===== config.mk =====
export PLATFORM = sky130hd
export DESIGN_NAME = sb_loopback_initiator
export DESIGN_NICKNAME = d
export VERILOG_FILES = /design/src/rtl/sb_loopback_pkg.sv /design/src/rtl/sb_lb_checker.sv /design/src/rtl/sb_loopback_initiator.sv
export SDC_FILE = /design/constraint.sdc
export NUM_CORES = 1
export LEC_CHECK = 0
export BUFFER_PORTS_ARGS = -buffer_cell sky130_fd_sc_hd__buf_2
export CAP_MARGIN = 10
export CORE_ASPECT_RATIO = 1.25
export CORE_MARGIN = 2
export CORE_UTILIZATION = 30
export DETAILED_ROUTE_END_ITERATION = 8
export SLEW_MARGIN = 30
export SYNTH_ARGS = -nofsm -noshare
export SYNTH_HDL_FRONTEND = slang
export SYNTH_SLANG_ARGS = --single-unit

===== constraint.sdc =====
create_clock -name clk -period 7.27 [get_ports clk]
set_clock_uncertainty 0.15 [all_clocks]
set_input_delay 0.3635 -clock clk [delete_from_list [all_inputs] [get_ports clk]]
set_output_delay 0.3635 -clock clk [all_outputs]
set_load 0.02 [all_outputs]

===== src/rtl/sb_loopback_pkg.sv =====
// sb_loopback_pkg: shared types and helpers for the switchboard byte-increment
// loopback initiator.
//   sb_lb_state_e  : run-level FSM states
//   SB_LB_NO_ERR   : first_err_idx value meaning "no error seen"
//   sb_lb_pattern  : packet pattern generator; byte i = idx[7:0] + i + offset
package sb_loopback_pkg;

  typedef enum logic [1:0] {
    IDLE = 2'd0,
    RUN  = 2'd1,
    TERM = 2'd2,
    DONE = 2'd3
  } sb_lb_state_e;

  localparam logic [15:0] SB_LB_NO_ERR = 16'hFFFF;

  // Widest stream the pattern helper can build; callers size-cast the result
  // down to their own DW.
  localparam int SB_LB_MAX_DW = 1024;

  // offset=0 gives the transmitted pattern, offset=1 the expected response.
  // Adjacent lanes always differ, so a test packet can never be all-ones.
  function automatic logic [SB_LB_MAX_DW-1:0] sb_lb_pattern(
    input logic [15:0] idx,
    input logic [7:0]  offset,
    input int          dw
  );
    logic [SB_LB_MAX_DW-1:0] p;
    p = '0;
    for (int i = 0; i < SB_LB_MAX_DW / 8; i++) begin
      if (i < dw / 8) p[i*8 +: 8] = idx[7:0] + 8'(i) + offset;
    end
    return p;
  endfunction

endpackage


===== src/rtl/sb_lb_checker.sv =====
// sb_lb_checker: response checker for the loopback initiator.
//   rx_hs       : a response beat is being accepted this cycle
//   expect_vld  : a sent packet is outstanding (otherwise the beat is spurious)
//   rx_idx      : index of the packet the beat should answer
//   exp_data    : expected response data for rx_idx
//   rx_data/rx_dest/rx_last : the returned beat
//   err_count   : saturating error count
//   first_err_idx : rx_idx at the first error, SB_LB_NO_ERR if none
module sb_lb_checker
  import sb_loopback_pkg::*;
#(
  parameter int          DW   = 256,
  parameter logic [31:0] DEST = 32'd0
) (
  input  logic          clk,
  input  logic          rst,
  input  logic          rx_hs,
  input  logic          expect_vld,
  input  logic [15:0]   rx_idx,
  input  logic [DW-1:0] exp_data,
  input  logic [DW-1:0] rx_data,
  input  logic [31:0]   rx_dest,
  input  logic          rx_last,
  output logic [15:0]   err_count,
  output logic [15:0]   first_err_idx
);

  logic        miss, err;
  logic [15:0] err_count_q, err_count_d;
  logic [15:0] first_err_idx_q, first_err_idx_d;

  // A beat with nothing outstanding is an error regardless of its contents.
  assign miss = !expect_vld || (rx_data != exp_data) || (rx_dest != DEST) || !rx_last;
  assign err  = rx_hs && miss;

  always_comb begin
    err_count_d     = err_count_q;
    first_err_idx_d = first_err_idx_q;
    if (err) begin
      if (err_count_q != 16'hFFFF) err_count_d = err_count_q + 16'd1;
      if (first_err_idx_q == SB_LB_NO_ERR) first_err_idx_d = rx_idx;
    end
  end

  always_ff @(posedge clk) begin
    if (rst) begin
      err_count_q     <= 16'd0;
      first_err_idx_q <= SB_LB_NO_ERR;
    end else begin
      err_count_q     <= err_count_d;
      first_err_idx_q <= first_err_idx_d;
    end
  end

  assign err_count     = err_count_q;
  assign first_err_idx = first_err_idx_q;

endmodule


===== src/rtl/sb_loopback_initiator.sv =====
// sb_loopback_initiator: initiator end of the switchboard byte-increment
// loopback. Sends NUM_PKTS numbered single-beat packets on the TX stream,
// checks each response for every byte = sent byte + 1, then sends one
// all-ones terminate packet.
//   clk, rst (sync, active high), start (one-cycle pulse from IDLE)
//   tx_*    : outgoing SB stream (tx_dest = DEST, tx_last = tx_valid)
//   rx_*    : returned SB stream, always drained once a run has started
//   busy    : RUN or TERM;  done : terminate accepted (sticky)
//   pass    : done with no errors;  err_count / first_err_idx : checker results
module sb_loopback_initiator
  import sb_loopback_pkg::*;
#(
  parameter int          DW              = 256,
  parameter int          NUM_PKTS        = 16,
  parameter logic [31:0] DEST            = 32'd0,
  parameter int          MAX_OUTSTANDING = 4
) (
  input  logic          clk,
  input  logic          rst,
  input  logic          start,
  output logic [DW-1:0] tx_data,
  output logic [31:0]   tx_dest,
  output logic          tx_last,
  output logic          tx_valid,
  input  logic          tx_ready,
  input  logic [DW-1:0] rx_data,
  input  logic [31:0]   rx_dest,
  input  logic          rx_last,
  input  logic          rx_valid,
  output logic          rx_ready,
  output logic          busy,
  output logic          done,
  output logic          pass,
  output logic [15:0]   err_count,
  output logic [15:0]   first_err_idx
);

  localparam logic [15:0] NUM_PKTS_W = 16'(NUM_PKTS);
  localparam logic [7:0]  MAX_OUT_W  = 8'(MAX_OUTSTANDING);

  sb_lb_state_e  state_q, state_d;
  logic [15:0]   tx_idx_q, tx_idx_d, rx_idx_q, rx_idx_d;
  logic [7:0]    outstanding_q, outstanding_d;
  logic          tx_valid_q, tx_valid_d, tx_last_q, tx_last_d;
  logic [DW-1:0] tx_data_q, tx_data_d;
  logic          rx_ready_q, rx_ready_d, busy_q, busy_d, done_q, done_d;
  logic          tx_hs, rx_hs, rx_expect, rx_take;
  logic [DW-1:0] rx_exp_data;

  assign tx_hs       = tx_valid_q && tx_ready;
  assign rx_hs       = rx_valid && rx_ready_q;
  assign rx_expect   = (outstanding_q != 8'd0);
  assign rx_take     = rx_hs && rx_expect;
  assign rx_exp_data = DW'(sb_lb_pattern(rx_idx_q, 8'd1, DW));

  always_comb begin
    state_d       = state_q;
    tx_idx_d      = tx_idx_q;
    rx_idx_d      = rx_idx_q;
    outstanding_d = outstanding_q;
    tx_valid_d    = tx_valid_q && !tx_hs;  // hold until accepted
    tx_data_d     = tx_data_q;
    done_d        = done_q;

    unique case (state_q)
      IDLE: if (start) state_d = RUN;
      RUN: begin
        if (tx_hs)   tx_idx_d = tx_idx_q + 16'd1;
        if (rx_take) rx_idx_d = rx_idx_q + 16'd1;
        // simultaneous send and check leaves outstanding unchanged
        case ({tx_hs, rx_take})
          2'b10:   outstanding_d = outstanding_q + 8'd1;
          2'b01:   outstanding_d = outstanding_q - 8'd1;
          default: outstanding_d = outstanding_q;
        endcase
        if (tx_idx_d == NUM_PKTS_W && rx_idx_d == NUM_PKTS_W) state_d = TERM;
      end
      TERM: if (tx_hs) begin
        state_d = DONE;
        done_d  = 1'b1;
      end
      default: ;  // DONE holds until reset
    endcase

    // Present the next beat as soon as the slot frees, using post-update
    // counters so back-to-back sends run at full rate.
    if (!tx_valid_d) begin
      if (state_d == RUN && tx_idx_d < NUM_PKTS_W && outstanding_d < MAX_OUT_W) begin
        tx_valid_d = 1'b1;
        tx_data_d  = DW'(sb_lb_pattern(tx_idx_d, 8'd0, DW));
      end else if (state_d == TERM) begin
        tx_valid_d = 1'b1;
        tx_data_d  = '1;
      end
    end

    tx_last_d  = tx_valid_d;
    rx_ready_d = (state_d != IDLE);
    busy_d     = (state_d == RUN) || (state_d == TERM);
  end

  always_ff @(posedge clk) begin
    if (rst) begin
      state_q       <= IDLE;
      tx_idx_q      <= 16'd0;
      rx_idx_q      <= 16'd0;
      outstanding_q <= 8'd0;
      tx_valid_q    <= 1'b0;
      tx_data_q     <= '0;
      tx_last_q     <= 1'b0;
      rx_ready_q    <= 1'b0;
      busy_q        <= 1'b0;
      done_q        <= 1'b0;
    end else begin
      state_q       <= state_d;
      tx_idx_q      <= tx_idx_d;
      rx_idx_q      <= rx_idx_d;
      outstanding_q <= outstanding_d;
      tx_valid_q    <= tx_valid_d;
      tx_data_q     <= tx_data_d;
      tx_last_q     <= tx_last_d;
      rx_ready_q    <= rx_ready_d;
      busy_q        <= busy_d;
      done_q        <= done_d;
    end
  end

  sb_lb_checker #(.DW(DW), .DEST(DEST)) u_checker (
    .clk          (clk),
    .rst          (rst),
    .rx_hs        (rx_hs),
    .expect_vld   (rx_expect),
    .rx_idx       (rx_idx_q),
    .exp_data     (rx_exp_data),
    .rx_data      (rx_data),
    .rx_dest      (rx_dest),
    .rx_last      (rx_last),
    .err_count    (err_count),
    .first_err_idx(first_err_idx)
  );

  assign tx_data  = tx_data_q;
  assign tx_dest  = DEST;
  assign tx_last  = tx_last_q;
  assign tx_valid = tx_valid_q;
  assign rx_ready = rx_ready_q;
  assign busy     = busy_q;
  assign done     = done_q;
  assign pass     = done_q && (err_count == 16'd0);

endmodule


# == After elaboration in Yosys (flattened, before gate mapping) ==
# Cells that the tools add are included.
# totals
ff_bits,334
latch_bits,0
ramBits,0
rom_bits,0
inputBits,294
out_inout_bits,326
n_memories,0
# op_classes
n_addsub,98
n_mul,0
div_mod_pow,0
n_lt_le_gt_ge,2
n_eq_ne,11
n_shift,0
muxes,16
n_bitwise,1
n_reduce_logical,26
# op_table
operator,n
256-bit 2-to-1 mux,2
8-bit by 1-bit adder with 8-bit output (second input constant),34
8-bit by 5-bit adder with 8-bit output (second input constant),32
256-bit inequality test,1
8-bit by 4-bit adder with 8-bit output (second input constant),16
16-bit 2-to-1 mux,5
8-bit by 3-bit adder with 8-bit output (second input constant),8
16-bit by 1-bit adder with 16-bit output (second input constant),3
8-bit by 2-bit adder with 8-bit output (second input constant),4
16-bit by 5-bit equality test with 1-bit output (second input constant),2
32-bit nonzero test,1
16-bit equality test (second input constant),1
16-bit zero test,1
16-bit by 5-bit less-than comparator with 1-bit output (second input constant),1
16-bit inequality test (second input constant),1
8-bit one-hot mux with 2 select lines,1
1-bit logical AND,9
8-bit by 3-bit less-than comparator with 1-bit output (second input constant),1
8-bit 2-to-1 mux,1
2-bit AND reduction,4
8-bit nonzero test,1
8-bit by 1-bit subtractor with 8-bit output (second input constant),1
2-bit by 1-bit equality test with 1-bit output (second input constant),3
2-bit equality test (second input constant),3
other kinds (8),18

# == Longest topological paths before layout ==
# Gate-level depths: netlist of the first run.
# depth
depth_word,13
mapped_depth,23

# == Modules after synthesis ==
# A second synthesis of the first run with hierarchy kept.
# unflattened
hier_cells,2472
area_unflattened_um2,19262.2
# modules_own_cells
module,instances,cells_each,area_per_inst_um2,seq_area_each_um2
sb_loopback_initiator,1,1842,14338.8,4083.9
sb_lb_checker,1,630,4923.5,640.6

# == Least setup slack after synthesis of the first run ==
# OpenSTA, ideal clock, no wires.
# synth_timing
path_kind,reg-to-reg
start,register outstanding_q[3]
end,"register tx_data_q[100], in the netlist tx_data[100]"
setup_ns,0.095
arrival_time_ns,4.934
required_ns,7.025
setup_slack_ns,2.090
stages_incl_launch_ff,24
path_buffers,8
period_less_slack_ns,5.180
cell_sequence,dfxtp_1 -> clkbuf_1 -> or4_1 -> o21a_1 -> clkbuf_1 -> ha_1 -> clkbuf_1 -> clkbuf_1 -> xor2_1 -> ha_1 -> or3b_2 -> a21oi_1 -> or2_1 -> buf_2 -> a31oi_1 -> o221ai_1 -> xor2_1 -> nand2b_1 -> a2111o_1 -> a21o_1 -> clkbuf_1 -> buf_2 -> buf_2 -> a221oi_1
# synth_between
elab_chain_len,13
word_cells_on_any_way,22
# synth_lines
item,line,rtl
from (decl),sb_loopback_initiator.sv:43,"logic [7:0] outstanding_q, outstanding_d;"
from (signal assigned),sb_loopback_initiator.sv:118,outstanding_q <= outstanding_d;
"parallel branches: the longest is 13 deep, another holds 8-bit by 1-bit subtractor with 8-bit output",n/a,
to (signal assigned),sb_loopback_initiator.sv:120,tx_data_q <= tx_data_d;
to (decl),sb_loopback_initiator.sv:45,"logic [DW-1:0] tx_data_q, tx_data_d;"
# Several ways; the timed one is not identified. The select of a mux whose other input is x is not followed.
# A chain may end at the register's enable or synchronous reset.

# == Final worst setup path of the first run ==
# layout_timing
start,register rx_idx_q[0]
end,"register u_checker.err_count_q[5], in the netlist u_checker.err_count[5]"
# layout_between
elab_chain_len,8
word_cells_on_any_way,68
# layout_lines
item,line,rtl
from (decl),sb_loopback_initiator.sv:42,"logic [15:0] tx_idx_q, tx_idx_d, rx_idx_q, rx_idx_d;"
from (signal assigned),sb_loopback_initiator.sv:117,rx_idx_q <= rx_idx_d;
8-bit by 1-bit adder with 8-bit output (tied with other cells),sb_loopback_pkg.sv:31,if (i < dw / 8) p[i*8 +: 8] = idx[7:0] + 8'(i) + offset;
8-bit by 1-bit adder with 8-bit output,sb_loopback_pkg.sv:31,
256-bit inequality test (*),sb_lb_checker.sv:33,assign miss = !expect_vld || (rx_data != exp_data) || (rx_dest != DEST) || !rx_last;
1-bit logical OR (*) (3 in a row),sb_lb_checker.sv:33,
1-bit logical AND (*),sb_lb_checker.sv:34,assign err = rx_hs && miss;
2-bit AND reduction (no line) (*),n/a,
to (signal assigned),sb_lb_checker.sv:50,err_count_q <= err_count_d;
to (decl),sb_lb_checker.sv:29,"logic [15:0] err_count_q, err_count_d;"
# Every way passes the cells marked *; elsewhere a longest branch is shown, timed or not.

==> out/metrics.cfg, run 1 <==
[status]
status=completed

[global_routing]
grt_first_pass_wirelength_mm=114
antenna_found_initial=8
grtUsageTotal_pct=24.1
grt-ovfl-total=0
grt_start_max_net_pins=106
first_global_vias=17500

[critical_path]
cp.arrival_ns=6.23
rrSetupSlack_ns=1.34
crit_slowest_cell=nor4_1
critical_path_class=reg2reg
end_kind=flop
crit_required_ns=7.57
cp_slowest_stage_delay_ns=0.88
r2r-end=u_checker.err_count[5]
r2r-start=rx_idx_q[0]
cp_cell_sequence=ha_1, buf_4, nand2_1, xnor2_1, mux2i_1, o2111ai_1, nor4_1, nand4_1, a2111oi_2, nor4b_4, buf_4, nor4_1, mux2_4
startpoint_type=flop
rr_worst_depth=13
critPathMaxFanout=46

[drt]
first_pass_iters=5
drc_errors=0
detail-route-antenna-nets=0
num_vias=18300
drtIter0Drc=1206
wire_per_inst_um=22.6
routed_wirelength_mm=78.0
vias_per_cell=5.28

[synthesis]
netlist_area_um2=17800
synth_top_family_by_area=compound AO/OA/AOI/OAI gates
synthXorXnorAreaFrac_pct=14.8
yosys_most_used_dff=dfxtp_1
ys_async_sr_fraction_pct=0
synth_simple_gate_area_share_pct=19.2
ys_seq_elements=236
synth_mux_area_share_pct=0.856
ys_types=84
synthCells=2287
synth_edf_count=0
synth_fa_ha_area_share_pct=3.51
synth_compound_area_share_pct=21.2
seq_area_frac_synth_pct=26.5
ys_warn_count=0
avgSynthCellArea_um2=7.79

[floorplan]
coreArea_um2=58600
fp-row-count=99
dieArea_um2=61400
initial_core_util_pct=30.4
die_x_um=222
num_io_pins=620
fp.dieH_um=277

[cts]
cts_made_buffers=25
cts_setup_buffers=0
cts.repair.resized=0
ctsLongestPathBuffers=3
cts_root_buffer=clkbuf_16
cts_tree=done
clkTransAtPathRegs_ns=0.06
cts_hold_buf=0
worstSkewPairLatency_ns=0.56
cts.htree.levels=1
numClockSinks=236

[final_layout]
fin_cells=3459
syn_to_final_growth_pct=19.7
nets=3023
utilization_pct=36.4
drive_gt1_share_pct=25.9
fillerInstances=6342

[timing]
hold_violations=0
setup_viol=0
relSlewSlack_pct=33.3
post-route-period-util_pct=81.6
tightest_slew_ns=0.992
tns_ns=0
slew_violations=0
rsz0062_at_grt=no
fin_crit_ns=5.93
max_freq_mhz=169

[pwr]
ir_drop_mv=0.181
power_uw=4320
cellPowerDensity_nw_per_um2=202
p_leak_uw=0.00905

[place]
io_buffers=587
place_inst=3409
gp_congestion=1.06
hpwl_mm=61.3

[min_path]
hp-start=rst
hp-class=in2reg
holdPathEnd=outstanding_q[0]
holdPathStages=2

[flow_run]
maxCapViolations=0

-- worst max-delay path by stage --
stage / startpoint / slack [ns] / end
after floorplan: outstanding_q[3] / 2.09 / tx_data[100]
after CTS: outstanding_q[3] / 1.46 / tx_data[132]
after global placement: outstanding_q[3] / 1.58 / tx_data[225]
final: rx_idx_q[0] / 1.34 / u_checker.err_count[5]
after detailed placement: outstanding_q[3] / 1.48 / tx_data[132]
after global routing: outstanding_q[1] / 1.08 / tx_data[240]
-- synthesized netlist by cell type, drive strengths merged, types with 13 or more instances --
cell type  count  share of area (%)
a211oi        70                2.9
a21o          13               0.55
a21oi        118                3.3
a221oi       101                5.0
a31oi         30                1.1
buf          182                7.0
clkbuf       111                2.3
dfxtp        236                 27
ha            50                3.5
inv          214                4.5
nand2        140                2.9
nand2b        40                1.4
nand3         52                1.5
nand4         37                1.3
nor2         127                2.7
nor2b         30                1.1
nor3          68                2.0
nor4          32                1.1
o21ai         54                1.5
o22ai         16               0.56
o31ai         15               0.63
o41ai         20               0.98
or3           22               0.77
or4           13               0.55
xnor2        212                 10
xor2          84                4.1
-- area by class of cell --
type	instances	area [um2]	area share, %
flip-flops and latches	236	4730	22.2
well taps	757	947	4.44
clock inverters	8	70.1	0.328
clock buffers	37	721	3.38
multi-input cells	1572	10800	50.5
inverters	217	815	3.82
repair buffers	627	3270	15.3
diodes	5	12.5	0.0586
-- placed cells by master, fill, tap and decap left out, types with 37 or more instances in the layout --
| cell type | instances |
|---|---|
| buf_2 | 586 |
| dfxtp_1 | 232 |
| inv_1 | 211 |
| xnor2_1 | 209 |
| nand2_1 | 140 |
| nor2_1 | 126 |
| a21oi_1 | 118 |
| a221oi_1 | 101 |
| xor2_1 | 84 |
| a211oi_1 | 70 |
| nor3_1 | 66 |
| nand3_1 | 52 |
| ha_1 | 50 |
| o21ai_0 | 48 |
| nand2b_1 | 40 |
| buf_4 | 38 |
| nand4_1 | 37 |
-- layer usage --
layer  wire (um)  GRT usage [%]  vias to the layer above
met2       38800           43.6                      871
met4        5880           16.2                        6
met1       28100           25.3                     8503
li1            -              -                     8680
met5          44              0                        -
met3        5270           4.55                      210
-- through the flow --
| stage | hold WS, ns | instance area, um2 | worst slack [ns] |
|---|---|---|---|
| detailed placement | 0.291 | 20500 | 1.48 |
| CTS | 0.145 | 21300 | 1.46 |
| global placement | 0.291 | 20500 | 1.58 |
| floorplan | 0.349 | 17900 | 2.09 |
| finish | 0.191 | 21300 | 1.34 |
| global route | 0.171 | 21300 | 1.08 |
-- where the power goes --
| group | switching (uW) | leakage [uW] | total, uW | internal, uW |
|---|---|---|---|---|
| Clock | 569 | 0.000379 | 1260 | 693 |
| Sequential | 142 | 0.00194 | 1620 | 1470 |
| Combinational | 974 | 0.00673 | 1440 | 467 |
-- flip-flops by register name, summed over array words and instances, names as in the netlist --
register / cells
tx_idx_q: 16
state_q: 2
rx_idx_q: 16
u_checker.first_err_idx: 16
u_checker.err_count: 16
tx_last: 1
busy: 1
done: 1
outstanding_q: 8
tx_data: 158
rx_ready: 1
-- worst max-delay path, delay by kind of cell, from the launching register on --
kind                       cells  cell delay, ns
muxes                          2            0.77
xor gates and xnor gates       1            0.58
adders and majority gates      1            0.51
buffers and inverters          2            0.73
and+or+nand+nor                5            1.89
DFF                            1            0.70
AOI/OAI and AO/OA              2            0.47
-- cell families (layout without fill, tap and decap cells) --
| family | after synthesis | in the layout |
|---|---|---|
| other | 1 | 37 |
| xor gates and xnor gates | 298 | 298 |
| muxes | 14 | 14 |
| AOI/OAI and AO/OA | 531 | 531 |
| adders and majority gates | 50 | 50 |
| buffers and inverters | 510 | 889 |
| and+or+nand+nor | 647 | 647 |
| DFF | 236 | 236 |
Note: power is estimated with default switching activity, not from simulation.
==> run 2, diff against run 1 <==
clock period = 5.65 ns   (was 7.27 ns; I/O delays follow)
==> run 2 against run 1 <==
Net effect:
- fmax is 14% higher
- routed wire length fell by 1.2%
- power is 33% higher
- sequential power is 28% higher
- register-to-register slack got worse by 0.91 ns
- critical path depth up 5
- combinational power is 30% higher
- clock power up 42%
- core utilization up 0.65 points
- sequential share of layout area shrank 0.39 points
- first-iteration DRC count is 2.8% lower
- cell count increased by 0.93%
- critical path type unchanged
- largest power group unchanged
- highest routed layer unchanged
==> out/metrics.cfg, run 2 (synthesized netlist as in run 1, its figures left out) <==
[cts]
cts_root_buffer=clkbuf_16
cts_tree=done
ctsLongestPathBuffers=3
clkTransAtPathRegs_ns=0.07
worstSkewPairLatency_ns=0.57
cts.htree.levels=1
cts_made_buffers=27
numClockSinks=236
cts_setup_buffers=0

[timing]
hold_ws_ns=0.180
worst_slack_ns=0.424
tns_ns=0
tightest_slew_ns=0.986
relSlewSlack_pct=33.6
slew_violations=0
max_freq_mhz=191
post-route-period-util_pct=92.5
fin_crit_ns=5.23
hold_violations=0
rsz0062_at_grt=no
setup_viol=0

[pwr]
p_leak_uw=0.00925
cellPowerDensity_nw_per_um2=264
ir_drop_mv=0.234

[global_routing]
antenna_found_initial=9
grt_start_max_net_pins=169
first_global_vias=17500
grt-ovfl-total=0
grtUsageTotal_pct=23.8
grt_first_pass_wirelength_mm=112

[floorplan]
fp-row-count=99
initial_core_util_pct=30.4
coreArea_um2=58600
die_x_um=222
fp.dieH_um=277
num_io_pins=620
dieArea_um2=61400

[critical_path]
startpoint_type=flop
cp.arrival_ns=5.46
rrSetupSlack_ns=0.42
r2r-start=outstanding_q[3]
rr_worst_depth=18
critical_path_class=reg2reg
end_kind=flop
critPathMaxFanout=56
crit_required_ns=5.88
r2r-end=tx_data[12]

[drt]
routed_wirelength_mm=77.1
vias_per_cell=5.25
wire_per_inst_um=22.1
first_pass_iters=7
detail-route-antenna-nets=0
drc_errors=0
top_layer=met5
met1Wirelength_mm=27.6
wl_met3_mm=5.60
num_vias=18300
wl_met2_mm=38.2
drtIter0Drc=1172

[place]
io_buffers=587
gp_congestion=1.03
place_ws_ns=0.344
hpwl_mm=60.2
dpl_cell_area_um2=20800

[min_path]
holdPathStages=4
hp-start=tx_ready
holdPathEnd=done
hp-class=in2reg

[final_layout]
utilization_pct=37.1
syn_to_final_growth_pct=21.8
drive_gt1_share_pct=26.9
multi_input_area_um2=10800
layout_commonest_cell=buf_2
final_cell_mix=586 x buf_2, 232 x dfxtp_1, 211 x inv_1
fillerInstances=6207
seq_area_um2=4730
largest_register_ff_count=158
fin_area_um2=21700
nets=3055

[status]
status=completed

[flow_run]
maxCapViolations=0

==> run 2: cell types whose count changed in the layout (fill, tap and decap cells not counted), moves of 2 or more <==
| cell | previous run | this run |
|---|---|---|
| clkinvlp_4 | 3 | 6 |
| inv_6 | 0 | 2 |
| diode_2 | 5 | 3 |
| clkinv_2 | 2 | 4 |
| clkbuf_16 | 25 | 27 |
| clkbuf_1 | 7 | 3 |
| buf_4 | 38 | 62 |
| bufinv_16 | 0 | 2 |
| buf_12 | 2 | 6 |
| clkbuf_8 | 5 | 2 |
==> run 2: cell type report <==
class | instances | area share (%)
clock inverters | 17 | 0.841
well taps | 757 | 4.36
clock buffers | 32 | 3.29
diodes | 3 | 0.0346
inverters | 217 | 3.75
flip-flops and latches | 236 | 21.8
multi-input cells | 1573 | 49.6
repair buffers | 656 | 16.3
==> run 2: worst max-delay path, stage by stage, from the launching register on <==
cell and delay, ns:
dfxtp_1 0.42, or4_1 0.58, o21a_1 0.24, buf_4 0.18, and4_1 0.25, or3_1 0.31, nand2_1 0.07, a31oi_1 0.08
or4_1 0.52, nor4_1 0.44, a21oi_1 0.24, ha_1 0.23, nand4_1 0.08, nor4_1 0.06, nand3_1 0.09, a2111o_1 0.32
a21o_4 0.31, buf_12 0.28, a221oi_1 0.15
==> run 2: metrics by stage <==
step	total power, uW	std cells
6_report	5740	3491
2_1_floorplan	3370	2318
4_1_cts	5790	3487
3_3_place_gp	3970	3437
3_5_place_dp	3970	3437
5_1_grt	6010	3489
==> run 2: report_power, final <==
group / leakage [uW] / internal (uW) / switching, uW / total, uW
Sequential: 0.00194 / 1900 / 180 / 2080
Combinational: 0.00689 / 617 / 1250 / 1870
Clock: 0.000424 / 1010 / 781 / 1790
Total: 0.00925 / 3530 / 2210 / 5740
==> run 2: metal layers <==
metal | up-vias | track usage [%]
met2 | 871 | 43.3
met1 | 8511 | 24.9
li1 | 8744 | -
met3 | 212 | 4.87
met5 | - | 0
met4 | 4 | 15.2
==> run 2: repair_timing <==
action	in CTS	in global routing
hold endpoints to repair	8	0
hold buffers	1	0
endpoints found under the setup margin	0	50
gates resized for setup	0	0
==> run 2: worst max-delay path by stage <==
stage	startpoint	endpoint	slack (ns)	cells after the start
after global placement	outstanding_q[3]	tx_data[194]	0.41	16
after floorplan	outstanding_q[3]	tx_data[100]	0.47	23
after detailed placement	outstanding_q[3]	tx_data[249]	0.34	16
after global routing	outstanding_q[3]	tx_data[76]	0.06	18
after CTS	outstanding_q[3]	tx_data[249]	0.30	16
final	outstanding_q[3]	tx_data[12]	0.42	18
